==> config.mk <==
export PLATFORM = sky130hd
export DESIGN_NAME = rst_seq_gen
export DESIGN_NICKNAME = d
export VERILOG_FILES = /design/src/rtl/rst_seq_pkg.sv /design/src/rtl/rst_seq_debounce.sv /design/src/rtl/rst_seq_gen.sv
export SDC_FILE = /design/constraint.sdc
export NUM_CORES = 1
export LEC_CHECK = 0
export ABC_AREA = 1
export CAP_MARGIN = 20
export CELL_PAD_IN_SITES_DETAIL_PLACEMENT = 1
export CELL_PAD_IN_SITES_GLOBAL_PLACEMENT = 1
export CORE_ASPECT_RATIO = 1.5
export CORE_MARGIN = 2
export CORE_UTILIZATION = 40
export CTS_BUF_LIST = sky130_fd_sc_hd__clkbuf_4 sky130_fd_sc_hd__clkbuf_8
export DETAILED_ROUTE_END_ITERATION = 8
export PLACE_DENSITY_LB_ADDON = 0.1
export SYNTH_ARGS = -nofsm -noshare
export SYNTH_HDL_FRONTEND = slang
export SYNTH_HIERARCHICAL = 1
export SYNTH_SLANG_ARGS = --single-unit
==> constraint.sdc <==
create_clock -name wb_clk_i -period 2.62 [get_ports wb_clk_i]
set_input_delay 0.786 -clock wb_clk_i [delete_from_list [all_inputs] [get_ports wb_clk_i]]
set_output_delay 0.786 -clock wb_clk_i [all_outputs]
set_load 0.005 [all_outputs]
==> src/rtl/rst_seq_pkg.sv <==
// rtl/rst_seq_pkg.sv - Shared FSM states, reset cause codes and cause priority for rst_seq_gen.
package rst_seq_pkg;

    typedef enum logic [1:0] {
        S_HOLD    = 2'd0,
        S_POR     = 2'd1,
        S_RELEASE = 2'd2,
        S_RUN     = 2'd3
    } state_t;

    localparam logic [2:0] CAUSE_POR = 3'b000;
    localparam logic [2:0] CAUSE_KEY = 3'b001;
    localparam logic [2:0] CAUSE_PLL = 3'b010;
    localparam logic [2:0] CAUSE_SW  = 3'b011;
    localparam logic [2:0] CAUSE_WDT = 3'b100;

    // Larger rank wins when a new trigger arrives while already holding.
    function automatic logic [2:0] cause_rank(input logic [2:0] cause);
        case (cause)
            CAUSE_PLL: return 3'd4;
            CAUSE_KEY: return 3'd3;
            CAUSE_SW:  return 3'd2;
            CAUSE_WDT: return 3'd1;
            default:   return 3'd0;
        endcase
    endfunction

endpackage

==> src/rtl/rst_seq_debounce.sv <==
// rtl/rst_seq_debounce.sv - Input synchroniser with optional debounce; emits level and press (1->0) pulse.
module rst_seq_debounce #(
    parameter int SYNC_STAGES     = 2,
    parameter int DEBOUNCE_CYCLES = 65536
) (
    input  logic i_clk,
    input  logic i_rst_n,
    input  logic i_async,
    output logic o_level,
    output logic o_press
);

    logic [SYNC_STAGES-1:0] r_sync;
    logic                   w_sync;

    always_ff @(posedge i_clk or negedge i_rst_n) begin
        if (!i_rst_n) begin
            r_sync <= '0;
        end else begin
            r_sync <= {r_sync[SYNC_STAGES-2:0], i_async};
        end
    end

    assign w_sync = r_sync[SYNC_STAGES-1];

    generate
        if (DEBOUNCE_CYCLES == 1) begin : g_pass
            // No filtering: the level is the synchronised input itself.
            logic r_prev;

            always_ff @(posedge i_clk or negedge i_rst_n) begin
                if (!i_rst_n) begin
                    r_prev <= 1'b0;
                end else begin
                    r_prev <= w_sync;
                end
            end

            assign o_level = w_sync;
            assign o_press = r_prev & ~w_sync;
        end else begin : g_deb
            localparam int         CW   = $clog2(DEBOUNCE_CYCLES);
            localparam logic [CW-1:0] LAST = CW'(DEBOUNCE_CYCLES - 1);

            logic [CW-1:0] r_cnt;
            logic          r_level;
            logic          r_press;

            always_ff @(posedge i_clk or negedge i_rst_n) begin
                if (!i_rst_n) begin
                    r_cnt   <= '0;
                    r_level <= 1'b1;
                    r_press <= 1'b0;
                end else begin
                    r_press <= 1'b0;
                    if (w_sync == r_level) begin
                        r_cnt <= '0;
                    end else if (r_cnt == LAST) begin
                        r_cnt   <= '0;
                        r_level <= w_sync;
                        r_press <= r_level & ~w_sync;
                    end else begin
                        r_cnt <= r_cnt + CW'(1);
                    end
                end
            end

            assign o_level = r_level;
            assign o_press = r_press;
        end
    endgenerate

endmodule

==> src/rtl/rst_seq_gen.sv <==
// rtl/rst_seq_gen.sv - Ordered multi-channel reset sequencer with cause latch; watchdog under RST_SEQ_WDT_EN.
module rst_seq_gen
    import rst_seq_pkg::*;
#(
    parameter int NUM_CH          = 3,
    parameter int POR_CYCLES      = 1024,
    parameter int SW_RST_CYCLES   = 16,
    parameter int STAGE_GAP       = 16,
    parameter int SYNC_STAGES     = 2,
    parameter int DEBOUNCE_CYCLES = 65536,
    parameter int WDT_CYCLES      = 2**24
) (
    input  logic              wb_clk_i,
    input  logic              wb_rst_n_i,
    input  logic              key_n_i,
    input  logic              pll_locked_i,
    input  logic              sw_rst_req_i,
    input  logic              wdt_kick_i,
    output logic [NUM_CH-1:0] rst_o,
    output logic [NUM_CH-1:0] rst_n_o,
    output logic              ready_o,
    output logic [2:0]        cause_o
);

    localparam int HOLD_MAX = (POR_CYCLES > SW_RST_CYCLES) ? POR_CYCLES : SW_RST_CYCLES;
    localparam int CNT_W    = (HOLD_MAX > 1)  ? $clog2(HOLD_MAX)  : 1;
    localparam int GAP_W    = (STAGE_GAP > 1) ? $clog2(STAGE_GAP) : 1;
    localparam int IDX_W    = (NUM_CH > 1)    ? $clog2(NUM_CH)    : 1;

    localparam logic [CNT_W-1:0] POR_LOAD = CNT_W'(POR_CYCLES - 1);
    localparam logic [CNT_W-1:0] SW_LOAD  = CNT_W'(SW_RST_CYCLES - 1);
    localparam logic [GAP_W-1:0] GAP_LOAD = GAP_W'(STAGE_GAP - 1);
    localparam logic [IDX_W-1:0] IDX_LAST = IDX_W'(NUM_CH - 1);

    state_t             r_state, w_state_nxt;
    logic [NUM_CH-1:0]  r_rst, w_rst_nxt;
    logic               r_ready, w_ready_nxt;
    logic [2:0]         r_cause, w_cause_nxt;
    logic [CNT_W-1:0]   r_cnt, w_cnt_nxt;
    logic [GAP_W-1:0]   r_gap, w_gap_nxt;
    logic [IDX_W-1:0]   r_idx, w_idx_nxt;

    logic w_key_level, w_key_press;
    logic w_lock, w_unused_pll_press;
    logic w_trig_pll, w_trig_key, w_trig_sw, w_trig_wdt, w_trig_any;
    logic w_sources_ok;
    logic [2:0] w_trig_cause;

    rst_seq_debounce #(
        .SYNC_STAGES     (SYNC_STAGES),
        .DEBOUNCE_CYCLES (DEBOUNCE_CYCLES)
    ) u_key (
        .i_clk   (wb_clk_i),
        .i_rst_n (wb_rst_n_i),
        .i_async (key_n_i),
        .o_level (w_key_level),
        .o_press (w_key_press)
    );

    rst_seq_debounce #(
        .SYNC_STAGES     (SYNC_STAGES),
        .DEBOUNCE_CYCLES (1)
    ) u_pll (
        .i_clk   (wb_clk_i),
        .i_rst_n (wb_rst_n_i),
        .i_async (pll_locked_i),
        .o_level (w_lock),
        .o_press (w_unused_pll_press)
    );

`ifdef RST_SEQ_WDT_EN
    localparam int WDT_W = (WDT_CYCLES > 1) ? $clog2(WDT_CYCLES) : 1;
    localparam logic [WDT_W-1:0] WDT_LAST = WDT_W'(WDT_CYCLES - 1);

    logic [WDT_W-1:0] r_wdt;

    always_ff @(posedge wb_clk_i or negedge wb_rst_n_i) begin
        if (!wb_rst_n_i) begin
            r_wdt <= '0;
        end else if ((r_state != S_RUN) || wdt_kick_i || w_trig_any) begin
            r_wdt <= '0;
        end else begin
            r_wdt <= r_wdt + WDT_W'(1);
        end
    end

    assign w_trig_wdt = (r_state == S_RUN) && (r_wdt == WDT_LAST) && !wdt_kick_i;
`else
    localparam int unused_wdt_cycles = WDT_CYCLES;
    logic w_unused_wdt_kick;

    assign w_unused_wdt_kick = wdt_kick_i;
    assign w_trig_wdt        = 1'b0;
`endif

    assign w_trig_pll   = !w_lock && (r_state != S_HOLD);
    assign w_trig_key   = w_key_press;
    assign w_trig_sw    = sw_rst_req_i && (r_state == S_RUN);
    assign w_trig_any   = w_trig_pll | w_trig_key | w_trig_sw | w_trig_wdt;
    assign w_trig_cause = w_trig_pll ? CAUSE_PLL :
                          w_trig_key ? CAUSE_KEY :
                          w_trig_sw  ? CAUSE_SW  : CAUSE_WDT;
    assign w_sources_ok = w_lock && w_key_level;

    always_ff @(posedge wb_clk_i or negedge wb_rst_n_i) begin
        if (!wb_rst_n_i) begin
            r_state <= S_HOLD;
        end else begin
            r_state <= w_state_nxt;
        end
    end

    always_comb begin
        w_state_nxt = r_state;
        if (w_trig_any) begin
            w_state_nxt = S_HOLD;
        end else begin
            case (r_state)
                S_HOLD:    if (w_sources_ok) w_state_nxt = S_POR;
                S_POR:     if (r_cnt == '0) w_state_nxt = S_RELEASE;
                S_RELEASE: if ((r_gap == '0) && (r_idx == IDX_LAST)) w_state_nxt = S_RUN;
                default:   w_state_nxt = r_state;
            endcase
        end
    end

    always_comb begin
        w_rst_nxt   = r_rst;
        w_ready_nxt = r_ready;
        w_cause_nxt = r_cause;
        w_cnt_nxt   = r_cnt;
        w_gap_nxt   = r_gap;
        w_idx_nxt   = r_idx;
        if (w_trig_any) begin
            w_rst_nxt   = '1;
            w_ready_nxt = 1'b0;
            w_cnt_nxt   = '0;
            w_gap_nxt   = '0;
            w_idx_nxt   = '0;
            // While already holding, only a more important source may rewrite the cause.
            if ((r_state != S_HOLD) || (cause_rank(w_trig_cause) > cause_rank(r_cause)))
                w_cause_nxt = w_trig_cause;
        end else begin
            case (r_state)
                S_HOLD: begin
                    if (w_sources_ok)
                        w_cnt_nxt = (r_cause == CAUSE_SW) ? SW_LOAD : POR_LOAD;
                end
                S_POR: begin
                    if (r_cnt != '0) begin
                        w_cnt_nxt = r_cnt - CNT_W'(1);
                    end else begin
                        w_gap_nxt = '0;
                        w_idx_nxt = '0;
                    end
                end
                S_RELEASE: begin
                    if (r_gap == '0) begin
                        w_rst_nxt[r_idx] = 1'b0;
                        if (r_idx == IDX_LAST) begin
                            w_ready_nxt = 1'b1;
                        end else begin
                            w_idx_nxt = r_idx + IDX_W'(1);
                            w_gap_nxt = GAP_LOAD;
                        end
                    end else begin
                        w_gap_nxt = r_gap - GAP_W'(1);
                    end
                end
                default: ;
            endcase
        end
    end

    always_ff @(posedge wb_clk_i or negedge wb_rst_n_i) begin
        if (!wb_rst_n_i) begin
            r_rst   <= '1;
            r_ready <= 1'b0;
            r_cause <= CAUSE_POR;
            r_cnt   <= '0;
            r_gap   <= '0;
            r_idx   <= '0;
        end else begin
            r_rst   <= w_rst_nxt;
            r_ready <= w_ready_nxt;
            r_cause <= w_cause_nxt;
            r_cnt   <= w_cnt_nxt;
            r_gap   <= w_gap_nxt;
            r_idx   <= w_idx_nxt;
        end
    end

    assign rst_o   = r_rst;
    assign rst_n_o = ~r_rst;
    assign ready_o = r_ready;
    assign cause_o = r_cause;

endmodule

=== Yosys cells after proc, flatten, opt, wreduce, memory -nomap -nowiden ===
Cells that the tools add are included.

* Flip-flop bits (word level): 47
* Input port bits: 6
* Logic and storage cells: 115
* Output and inout bits: 10

* Bitwise gates (word level): 8
* Reduce and logical (&&, ||, !) cells: 26
* $lt $le $gt $ge: 3
* $add $sub $neg: 4
* Mux-type cells: 40
* Equality and inequality tests: 22

{| class="wikitable"
|+ Operators by type and width
! cell !! number
|-
| two-way mux 10 bit || 4
|-
| two-way mux 16 bit || 2
|-
| two-way mux 3 bit || 8
|-
| one-hot mux 3 bit (4 select lines) || 2
|-
| != test 3 bit, second input constant || 7
|-
| one-hot mux 10 bit (2 select lines) || 1
|-
| adder 16 x 1 -> 16 bit, second input constant || 1
|-
| equality test 16 bit, second input constant || 1
|-
| two-way mux 2 bit || 8
|-
| two-way mux 4 bit || 4
|-
| equality test 3 x 2 -> 1 bit, second input constant || 4
|-
| logical NOT 10 bit || 1
|-
| nonzero test 10 bit || 1
|-
| subtractor 10 x 1 -> 10 bit, second input constant || 1
|-
| AND reduction 3 bit || 3
|-
| one-hot mux 4 bit (2 select lines) || 1
|-
| AND reduction 4 bit || 2
|-
| nonzero test 2 bit || 4
|-
| two-way mux 1 bit || 7
|-
| equality test 2 bit, second input constant || 3
|-
| equality test 3 x 1 -> 1 bit, second input constant || 2
|-
| equality test 3 bit, second input constant || 2
|-
| inverter 3 bit || 2
|-
| one-hot mux 2 bit (3 select lines) || 1
|-
| other kinds (22) || 31
|}

=== Longest topological paths before layout ===
Gate-level depths: netlist (run 1).

* Depth in word-level cells: 11
* Gate-level depth with buffers: 13
* Gate-level depth less buffers: 13

=== By module ===
Netlist (run 1), hierarchy kept.

{| class="wikitable"
|+ Modules (own cells, without submodules)
! module !! cells each !! seq. area each (µm²) !! area an instance (µm²) !! instances
|-
| rst_seq_gen || 236 || 629.4 || 1726.7 || 1
|-
| rst_seq_debounce at u_key || 122 || 501.7 || 1012.2 || 1
|-
| rst_seq_debounce at u_pll || 5 || 75.1 || 85.1 || 1
|}

=== Worst setup path before layout (run 1) ===
No wires, ideal clock.

* Path kind: input port to flip-flop
* Start point: in sw_rst_req_i
* End point: reg r_cause[0], in the netlist cause_o[0]
* Path buffers: 0
* Path slack: 655 ps
* Stages on the path: 12
* Data arrival time: 1838 ps
* Setup time: 126 ps
* Data required time: 2494 ps
* Path through: nand2_1 nand2_2 inv_1 nor2_1 ha_1 nand2_1 o21ai_0 nand2_1 nand2_1 nand2_1 inv_1 o21ai_0

* Longest elaborated chain between the ends: 10
* Elaborated cells on any way between the ends: 14
* Those cells by class: order compare (1); eq/ne (4); mux (5); bitwise (1); reduce/logical (3)

{| class="wikitable"
|+ RTL lines
! item !! line !! RTL
|-
| from (decl) || rst_seq_gen.sv:17 || <nowiki>input logic sw_rst_req_i,</nowiki>
|-
| logical AND 1 bit * || rst_seq_gen.sv:98 || <nowiki>assign w_trig_sw = sw_rst_req_i && (r_state == S_RUN);</nowiki>
|-
| two-way mux 3 bit || rst_seq_gen.sv:102 || <nowiki>w_trig_sw ? CAUSE_SW : CAUSE_WDT;</nowiki>
|-
| two-way mux 3 bit || rst_seq_gen.sv:101 || <nowiki>w_trig_key ? CAUSE_KEY :</nowiki>
|-
| two-way mux 3 bit || rst_seq_gen.sv:100 || <nowiki>assign w_trig_cause = w_trig_pll ? CAUSE_PLL :</nowiki>
|-
| equality test 3 bit (tied with other cells) || rst_seq_pkg.sv:19 || <nowiki>case (cause)</nowiki>
|-
| one-hot mux 3 bit (4 select lines) || rst_seq_pkg.sv:19 ||
|-
| two-way mux 3 bit || rst_seq_gen.sv:134 || <nowiki>if (w_trig_any) begin</nowiki>
|-
| > comparator 3 bit || rst_seq_gen.sv:141 || <nowiki>if ((r_state != S_HOLD) || (cause_rank(w_trig_cause) > cause_rank(r_cause)))</nowiki>
|-
| logical OR 1 bit || rst_seq_gen.sv:141 ||
|-
| AND reduction 2 bit (no source line) || n/a ||
|-
| to (signal assigned) || rst_seq_gen.sv:186 || <nowiki>r_cause <= w_cause_nxt;</nowiki>
|-
| to (decl) || rst_seq_gen.sv:38 || <nowiki>logic [2:0] r_cause, w_cause_nxt;</nowiki>
|}

Every way passes the cells marked *; elsewhere a longest branch is shown, timed or not. The select of a mux whose other input is x is not followed.
A chain may end at the register's enable or synchronous reset.

=== Worst setup path after layout (run 1) ===
Ends and elaborated chain as after synthesis.

==> results of run 1 <==
==> worst min path at each step <==
stage                                from         endpoint  slack, ns  cells past startpoint
after floorplan           u_key/r_sync[0]  u_key/r_sync[1]       0.33                      0
after global placement    u_pll/r_sync[0]  u_pll/r_sync[1]       0.33                      0
after detailed placement  u_pll/r_sync[0]  u_pll/r_sync[1]       0.34                      0
after CTS                 u_pll/r_sync[0]  u_pll/r_sync[1]       0.36                      0
after global routing      u_pll/r_sync[0]  u_pll/r_sync[1]       0.38                      0
final                     u_pll/r_sync[0]  u_pll/r_sync[1]       0.35                      0
==> power by group through the flow <==
stage / logic [mW] / registers, mW / clock network, mW
after floorplan: 0.0113 / 0.751 / 0
after global placement: 0.0391 / 0.752 / 0
after detailed placement: 0.0393 / 0.752 / 0
after CTS: 0.0394 / 0.738 / 0.472
after global routing: 0.0444 / 0.739 / 0.499
final: 0.0371 / 0.738 / 0.452
==> routing by layer <==
layer	part of all wire, %	wire, um
met5	0	0
met4	1.2	71
met3	1.5	93
met2	57	3450
met1	40	2450
==> cells in the final DEF, fill, tap and decap left out, drive strengths merged <==
master / instances
a21oi: 10
buf: 4
clkbuf: 6
clkdlybuf4s50: 13
clkinv: 1
clkinvlp: 1
dfrtp: 43
dfstp: 4
ha: 15
inv: 50
nand2: 102
nand3: 39
nand3b: 1
nand4: 3
nor2: 51
nor3: 4
o211ai: 2
o21a: 1
o21ai: 20
o21bai: 2
xnor2: 2
xor2: 7
==> final cells by class <==
type / instances / area, sq um / area share, %
Clock buffer: 6 / 76.3 / 2.45
Clock inverter: 2 / 12.5 / 0.402
Inverter: 50 / 188 / 6.03
Multi-Input combinational cell: 259 / 1390 / 44.6
Sequential cell: 47 / 1180 / 37.9
Tap cell: 78 / 97.6 / 3.14
Timing Repair Buffer: 17 / 170 / 5.47
==> through the flow <==
stage	power (mW)	std cells	util [%]	instance area [sq um]	TNS, ns
floorplan	0.762	360	-	2790	0
detailed placement	0.791	451	44.4	3020	-0.102
global placement	0.791	451	44.4	3020	0
CTS	1.25	459	45.7	3110	0
global route	1.28	459	45.7	3110	0
finish	1.23	459	45.7	3110	0
==> worst max-delay path: stages <==
cell             delay, ns
clkdlybuf4s50_1       0.49
nand2_1               0.07
nand2_2               0.11
inv_1                 0.10
nor2_2                0.13
ha_1                  0.26
nand2_1               0.07
o21ai_0               0.07
nand2_1               0.06
nand2_1               0.06
nand2_1               0.11
inv_1                 0.06
o21ai_0               0.17
==> flip-flops by register name (all words and copies together), names as in the netlist <==
| signal | flops |
|---|---|
| r_idx | 2 |
| ready_o | 1 |
| u_key/o_level | 1 |
| u_key/r_sync | 2 |
| u_key/g_deb.r_cnt | 16 |
| cause_o | 3 |
| u_key/o_press | 1 |
| r_cnt | 10 |
| r_gap | 4 |
| r_state | 2 |
| u_pll/r_sync | 2 |
| rst_o | 3 |
==> timing repair <==
action / in CTS / in global routing
gates resized for setup: 0 / 1
hold buffers: 0 / 0
setup endpoints to repair: 0 / 1
==> impl_metrics.toml, run 1 <==
[grt]
grt_pass1_wl_um = 11500
grt-ovfl-total = 0
antenna_found_initial = 0
grt_max_degree = 28
met2_usage_pct = 34.5
met1_usage_pct = 21.3
grt_usage_pct = 18.5
grt_pass1_vias = 2583
grt_use_met3_pct = 2.75
top_usage_layer = "met2"

[route]
postRouteAntennaNets = 0
routed_wl_um = 6060
first_pass_iters = 4
drc_errors = 0
drt_iter0_markers = 74
vias_per_cell = 5.12
num_vias = 2350
wl_per_cell_um = 13.2

[critical_path]
critPathRequiredTime_ns = 2.83
reg2reg_depth = 12
worst-setup-path-type = "input port to flip-flop"
critPathLaunchType = "input port"
crit_start = "sw_rst_req_i"
cp_max_fo = 4
critPathCaptureType = "flip-flop"
r2r_start = "r_state[0]"
crit_end = "cause_o[0]"
rrSetupSlack_ns = 0.51
crit_arrival_ns = 2.55
timing.rr.end = "cause_o[0]"

[floorplan]
dieArea_sq_um = 7670
core_area_sq_um = 6810
ios = 16
start_util_pct = 41.0
rows = 37
die_x_um = 72.2
die_y_um = 106

[run_status]
status = "finished clean"

[clock_tree]
ctsHtreeMaxLevel = 2
post_cts_buffers = 0
clock_path_buffers = 2
clkSlewWorstSetupHoldPaths_ns = 0.08
cts_tree = "yes"
insertion_delay_ns = 0.30
cts_sinks = 47
root_buffer = "clkbuf_8"
cts_buffers = 5

[power_and_ir_drop]
combPwrFrac_pct = 3.0
sw_frac_of_total_pct = 23.2
power_switching_mw = 0.285
p_seq_share_pct = 60.1
vdd_drop_max_v = 0.000246
p_per_area_nw_per_um2 = 394
total_leakage_power_nw = 1.50
p_int_mw = 0.942
clock_power_share_pct = 36.8

[sta]
max_slew_margin_pct = 64.9
clock_skew_ns = 0.00924
setup_violations = 0
whs_ns = 0.355
rsz0062_at_grt = "false"
fin_crit_sh_pct = 89.1
slew_violations = 0
fmax_mhz = 428
min_period_ns = 2.33
hold_viol = 0
setup_ws_ns = 0.285
worstMarginPinSlew_ns = 0.526

[job]
drv_cap = 0

[synthesis]
ys_warn_count = 6
synthCells = 360
syn_nets = 381
syn-cell-area_sq_um = 2790
synth_area_per_cell_sq_um = 7.75

[final_layout]
layout.nets = 401
num_antenna_cells = 0
drive_gt1_share_pct = 12.3
nFillCells = 878
area_growth_pct = 11.6

[placed_design]
port-buffer-count = 14
detailed_place_hpwl_um = 4810
place.gp.congestion = 0.741
dp_slack_ns = -0.102

[min_path]
hp-class = "flip-flop to flip-flop"
No activity file was read; power rests on OpenSTA's default activity.
==> run 2: changes to the inputs <==
==> constraint.sdc (replaced) <==
create_clock -name wb_clk_i -period 2.35 [get_ports wb_clk_i]
set_input_delay 0.705 -clock wb_clk_i [delete_from_list [all_inputs] [get_ports wb_clk_i]]
set_output_delay 0.705 -clock wb_clk_i [all_outputs]
set_load 0.005 [all_outputs]
==> impl_metrics.toml, run 2 (synthesized netlist as in run 1, its figures left out) <==
[critical_path]
reg2reg_depth = 12
critPathRequiredTime_ns = 2.58
critPathLaunchType = "input port"
timing.rr.end = "cause_o[0]"
crit_end = "cause_o[0]"
cp_max_fo = 3
crit_start = "sw_rst_req_i"
r2r_start = "r_state[0]"
crit_arrival_ns = 2.34
critPathCaptureType = "flip-flop"
rrSetupSlack_ns = 0.32
worst-setup-path-type = "input port to flip-flop"

[clock_tree]
cts_tree = "yes"
cts-resized-gates = 0
cts_sinks = 47
root_buffer = "clkbuf_8"
hold_buffers = 0
post_cts_buffers = 0
ctsHtreeMaxLevel = 2
clkSlewWorstSetupHoldPaths_ns = 0.08
cts_buffers = 5
insertion_delay_ns = 0.31
clock_path_buffers = 2

[route]
drt_iter0_markers = 48
num_vias = 2335
met1Wirelength_um = 2480
dr_wl_met2_um = 3630
wl_met3_um = 75
routed_wl_um = 6280
first_pass_iters = 4
postRouteAntennaNets = 0
drc_errors = 0
wl_per_cell_um = 13.5
top_layer = "met4"
vias_per_cell = 5.01

[sta]
slew_violations = 0
clock_skew_ns = 0.00867
setup_violations = 0
min_period_ns = 2.11
max_slew_margin_pct = 74.0
fmax_mhz = 473
worstMarginPinSlew_ns = 0.389
rsz0062_at_grt = "false"
hold_viol = 0
fin_crit_sh_pct = 90.0
tns_ns = 0

[power_and_ir_drop]
p_total_mw = 1.49
vdd_drop_max_v = 0.000275
p_per_area_nw_per_um2 = 468
total_leakage_power_nw = 1.55

[final_layout]
layout.nets = 408
num_antenna_cells = 0
regMostFlops = "u_key/g_deb.r_cnt"
drive_gt1_share_pct = 13.7
top_regs = "u_key/g_deb.r_cnt (16), r_cnt (10), r_gap (4)"
largest_register_ffs = 16
final_cell_mix = "93 x nand2_1, 46 x inv_1, 43 x nor2_1, 43 x dfrtp_1, 34 x nand3_1"
area_growth_pct = 14.3
final_common_cell = "nand2_1"

[placed_design]
port-buffer-count = 14
detailed_place_hpwl_um = 4850
place.gp.congestion = 0.771

[floorplan]
core_area_sq_um = 6810
ios = 16
rows = 37
start_util_pct = 41.0
die_x_um = 72.2
dieArea_sq_um = 7670
die_y_um = 106

[grt]
grt_pass1_vias = 2453
grt_pass1_wl_um = 11200
grt_usage_pct = 18.7
antenna_found_initial = 0
grt-ovfl-total = 0
grt_max_degree = 48

[min_path]
hp-class = "flip-flop to flip-flop"

[job]
drv_cap = 0

[run_status]
status = "finished clean"
run 2: cell types whose count changed in the layout (fill, tap and decap cells not counted), sizes merged:
cell / delta
buf: +7
bufinv: +1
clkinvlp: -1
clkbuf: +1
clkinv: -1
run 2: power by group:
part / switching, mW / internal, mW / leakage [nW]
combinational: 0.0271 / 0.0141 / 0.868
clock: 0.286 / 0.342 / 0.0593
sequential: 0.00620 / 0.816 / 0.626
run 2: worst min path at each step:
stage / from / endpoint / cells past startpoint
6_report: u_key/r_sync[0] / u_key/r_sync[1] / 0
3_3_place_gp: u_pll/r_sync[0] / u_pll/r_sync[1] / 0
5_1_grt: u_key/r_sync[0] / u_key/r_sync[1] / 0
3_5_place_dp: u_key/r_sync[0] / u_key/r_sync[1] / 0
2_1_floorplan: u_key/r_sync[0] / u_key/r_sync[1] / 0
4_1_cts: u_key/r_sync[0] / u_key/r_sync[1] / 0
run 2: worst max-delay path, stage by stage:
cell and delay (ns):
clkdlybuf4s50_1 0.48, nand2_1 0.06, nand2_2 0.07, inv_1 0.05
nor2_1 0.15, ha_1 0.27, nand2_1 0.07, o21ai_0 0.07
nand2_1 0.06, nand2_1 0.06, nand2_1 0.09, inv_1 0.06
o21ai_0 0.15
run 2: per-stage QoR:
stage	hold WS [ns]	instances	setup WS, ns	instance area [sq um]	utilization, %
after CTS	0.359	466	0.207	3190	46.8
after global placement	0.333	458	-0.126	3070	45.2
after floorplan	0.331	360	0.466	2790	-
after global routing	0.363	466	0.0341	3190	46.8
final	0.354	466	0.236	3190	46.8
after detailed placement	0.338	458	-0.158	3070	45.2
run 2: cell type report:
type / instances / area, sq um
Inverter: 50 / 188
Fill cell: 867 / 3620
Clock buffer: 7 / 83.8
Timing Repair Buffer: 24 / 223
Sequential cell: 47 / 1180
Clock inverter: 1 / 30.0
Tap cell: 78 / 97.6
Multi-Input combinational cell: 259 / 1390
run 2: layer usage:
| metal | track usage, % | vias up |
|---|---|---|
| met5 | 0 | - |
| met3 | 2.84 | 7 |
| met4 | 6.06 | 0 |
| met2 | 36.4 | 7 |
| met1 | 19.6 | 1138 |
| li1 | - | 1183 |
==> run 3: changes to the inputs <==
--- a/config.mk
+++ b/config.mk
@@ -14,6 +14,7 @@
 export CORE_UTILIZATION = 40
 export CTS_BUF_LIST = sky130_fd_sc_hd__clkbuf_4 sky130_fd_sc_hd__clkbuf_8
 export DETAILED_ROUTE_END_ITERATION = 8
+export GPL_TIMING_DRIVEN = 0
 export PLACE_DENSITY_LB_ADDON = 0.1
 export SYNTH_ARGS = -nofsm -noshare
 export SYNTH_HDL_FRONTEND = slang
==> impl_metrics.toml, run 3 (synthesized netlist as in run 1, its figures left out) <==
[sta]
clock_skew_ns = 0.0110
min_period_ns = 2.20
max_slew_margin_pct = 66.2
worstMarginPinSlew_ns = 0.506
hold_viol = 0
fmax_mhz = 455
rsz0062_at_grt = "false"
whs_ns = 0.358
setup_violations = 0
slew_violations = 0
fin_crit_sh_pct = 93.5

[route]
wl_per_cell_um = 13.5
first_pass_iters = 3
postRouteAntennaNets = 0
vias_per_cell = 4.98
drt_iter0_markers = 51
routed_wl_um = 6200
num_vias = 2297
drc_errors = 0

[floorplan]
die_x_um = 72.2
start_util_pct = 41.0
ios = 16
dieArea_sq_um = 7670
rows = 37
die_y_um = 106
core_area_sq_um = 6810

[final_layout]
nFillCells = 858
area_growth_pct = 12.9
postLayoutCoreUtil_pct = 46.3
largest_register_ffs = 16
top_regs = "u_key/g_deb.r_cnt (16), r_cnt (10), r_gap (4)"
num_antenna_cells = 0
instances_no_fill = 461
layout.nets = 403
final_cell_mix = "93 x nand2_1, 45 x inv_1, 43 x dfrtp_1"
multi_input_area_sq_um = 1390
regArea_sq_um = 1180
final_common_cell = "nand2_1"
regMostFlops = "u_key/g_deb.r_cnt"
drive_gt1_share_pct = 12.8

[clock_tree]
insertion_delay_ns = 0.30
cts_tree = "yes"
root_buffer = "clkbuf_8"
clkSlewWorstSetupHoldPaths_ns = 0.09
clock_path_buffers = 2
hold_buffers = 0
ctsHtreeMaxLevel = 2
post_cts_buffers = 0
cts_sinks = 47
cts_buffers = 5

[critical_path]
crit_start = "sw_rst_req_i"
timing.rr.end = "cause_o[0]"
critPathRequiredTime_ns = 2.57
rrSetupSlack_ns = 0.26
cp_top_family = "buffers and inverters"
critPathLaunchType = "input port"
critPathCaptureType = "flip-flop"
path_buf_inv = 3
cp_common_cell = "nand2_1"
cp_max_fo = 4
max_stage_delay_ns = 0.48
worstPathCellList = "clkdlybuf4s50_1 > nand2_1 > nand2_2 > inv_2 > nor2_2 > ha_1 > nand2_1 > o21ai_0 > nand2_1 > nand2_1 > nand2_1 > inv_1 > o21ai_0"
slowest_stage = "clkdlybuf4s50_1"
worst-setup-path-type = "input port to flip-flop"
r2r_start = "r_state[0]"
reg2reg_depth = 12
crit_arrival_ns = 2.42

[grt]
grt_max_degree = 30
grt_usage_pct = 18.5
antenna_found_initial = 0
grt-ovfl-total = 0
grt_pass1_vias = 2453
grt_pass1_wl_um = 11200

[power_and_ir_drop]
total_leakage_power_nw = 1.52
clock_power_share_pct = 38.8
vdd_drop_max_v = 0.000240
p_per_area_nw_per_um2 = 449
combPwrFrac_pct = 3.0
power_switching_mw = 0.314
p_int_mw = 1.10
p_total_mw = 1.41
p_seq_share_pct = 58.2
sw_frac_of_total_pct = 22.2

[job]
drv_cap = 0

[placed_design]
detailed_place_hpwl_um = 4930
dp.cells = 453
port-buffer-count = 14
place.gp.congestion = 0.770

[run_status]
status = "finished clean"

[min_path]
hp-class = "input port to asynchronous set/reset pin"
-- run 3: metrics by stage --
stage               area (sq um)  worst slack, ns  TNS, ns
floorplan                   2790            0.466        0
global placement            3030           -0.910   -40.89
detailed placement          3040           -0.245   -0.634
CTS                         3150           0.0566        0
global route                3150           0.0286        0
finish                      3150            0.153        0
-- run 3: how the worst max path moves through the flow --
stage | endpoint | depth (start not counted)
3_3_place_gp | u_key/r_sync[0] | 1
4_1_cts | cause_o[0] | 13
6_report | cause_o[0] | 13
5_1_grt | cause_o[1] | 13
2_1_floorplan | cause_o[0] | 12
3_5_place_dp | cause_o[0] | 13
-- run 3: repair_timing --
action,in CTS,in global routing
endpoints found under the setup margin,0,3
gates resized for setup,0,2
hold endpoints to repair,0,0
-- run 3: cell type report --
type / instances / area share [%]
buffer: 4 / 1.11
clock buffer: 7 / 3.06
clock inverter: 1 / 0.238
inverter: 50 / 5.96
multi-input combinational: 259 / 44.1
sequential: 47 / 37.5
tap: 78 / 3.10
timing repair buffer: 15 / 4.93
-- run 3: metal layers --
layer	vias up	track usage, %	wire length [um]
met5	-	0	0
met4	0	4.85	79
met2	7	36.8	3600
li1	1171	-	-
met1	1112	19.3	2460
met3	7	2.56	71
-- run 3: power by group through the flow --
stage	combinational [mW]	clock (mW)	sequential, mW
finish	0.0419	0.548	0.822
floorplan	0.0126	0	0.837
global route	0.0495	0.603	0.824
global placement	0.0402	0	0.838
detailed placement	0.0448	0	0.839
CTS	0.0450	0.573	0.823
-- run 3: worst register-to-register path, cell delays in order (launching register included) --
cell and delay, ns:
dfrtp_1 0.39, inv_1 0.08, ha_1 0.27, nor2_4 0.23
nor2_2 0.08, ha_1 0.31, nand2_1 0.06, o21ai_0 0.16
nand2_1 0.07, nand2_1 0.07, nand2_1 0.10, inv_1 0.09
o21ai_0 0.07
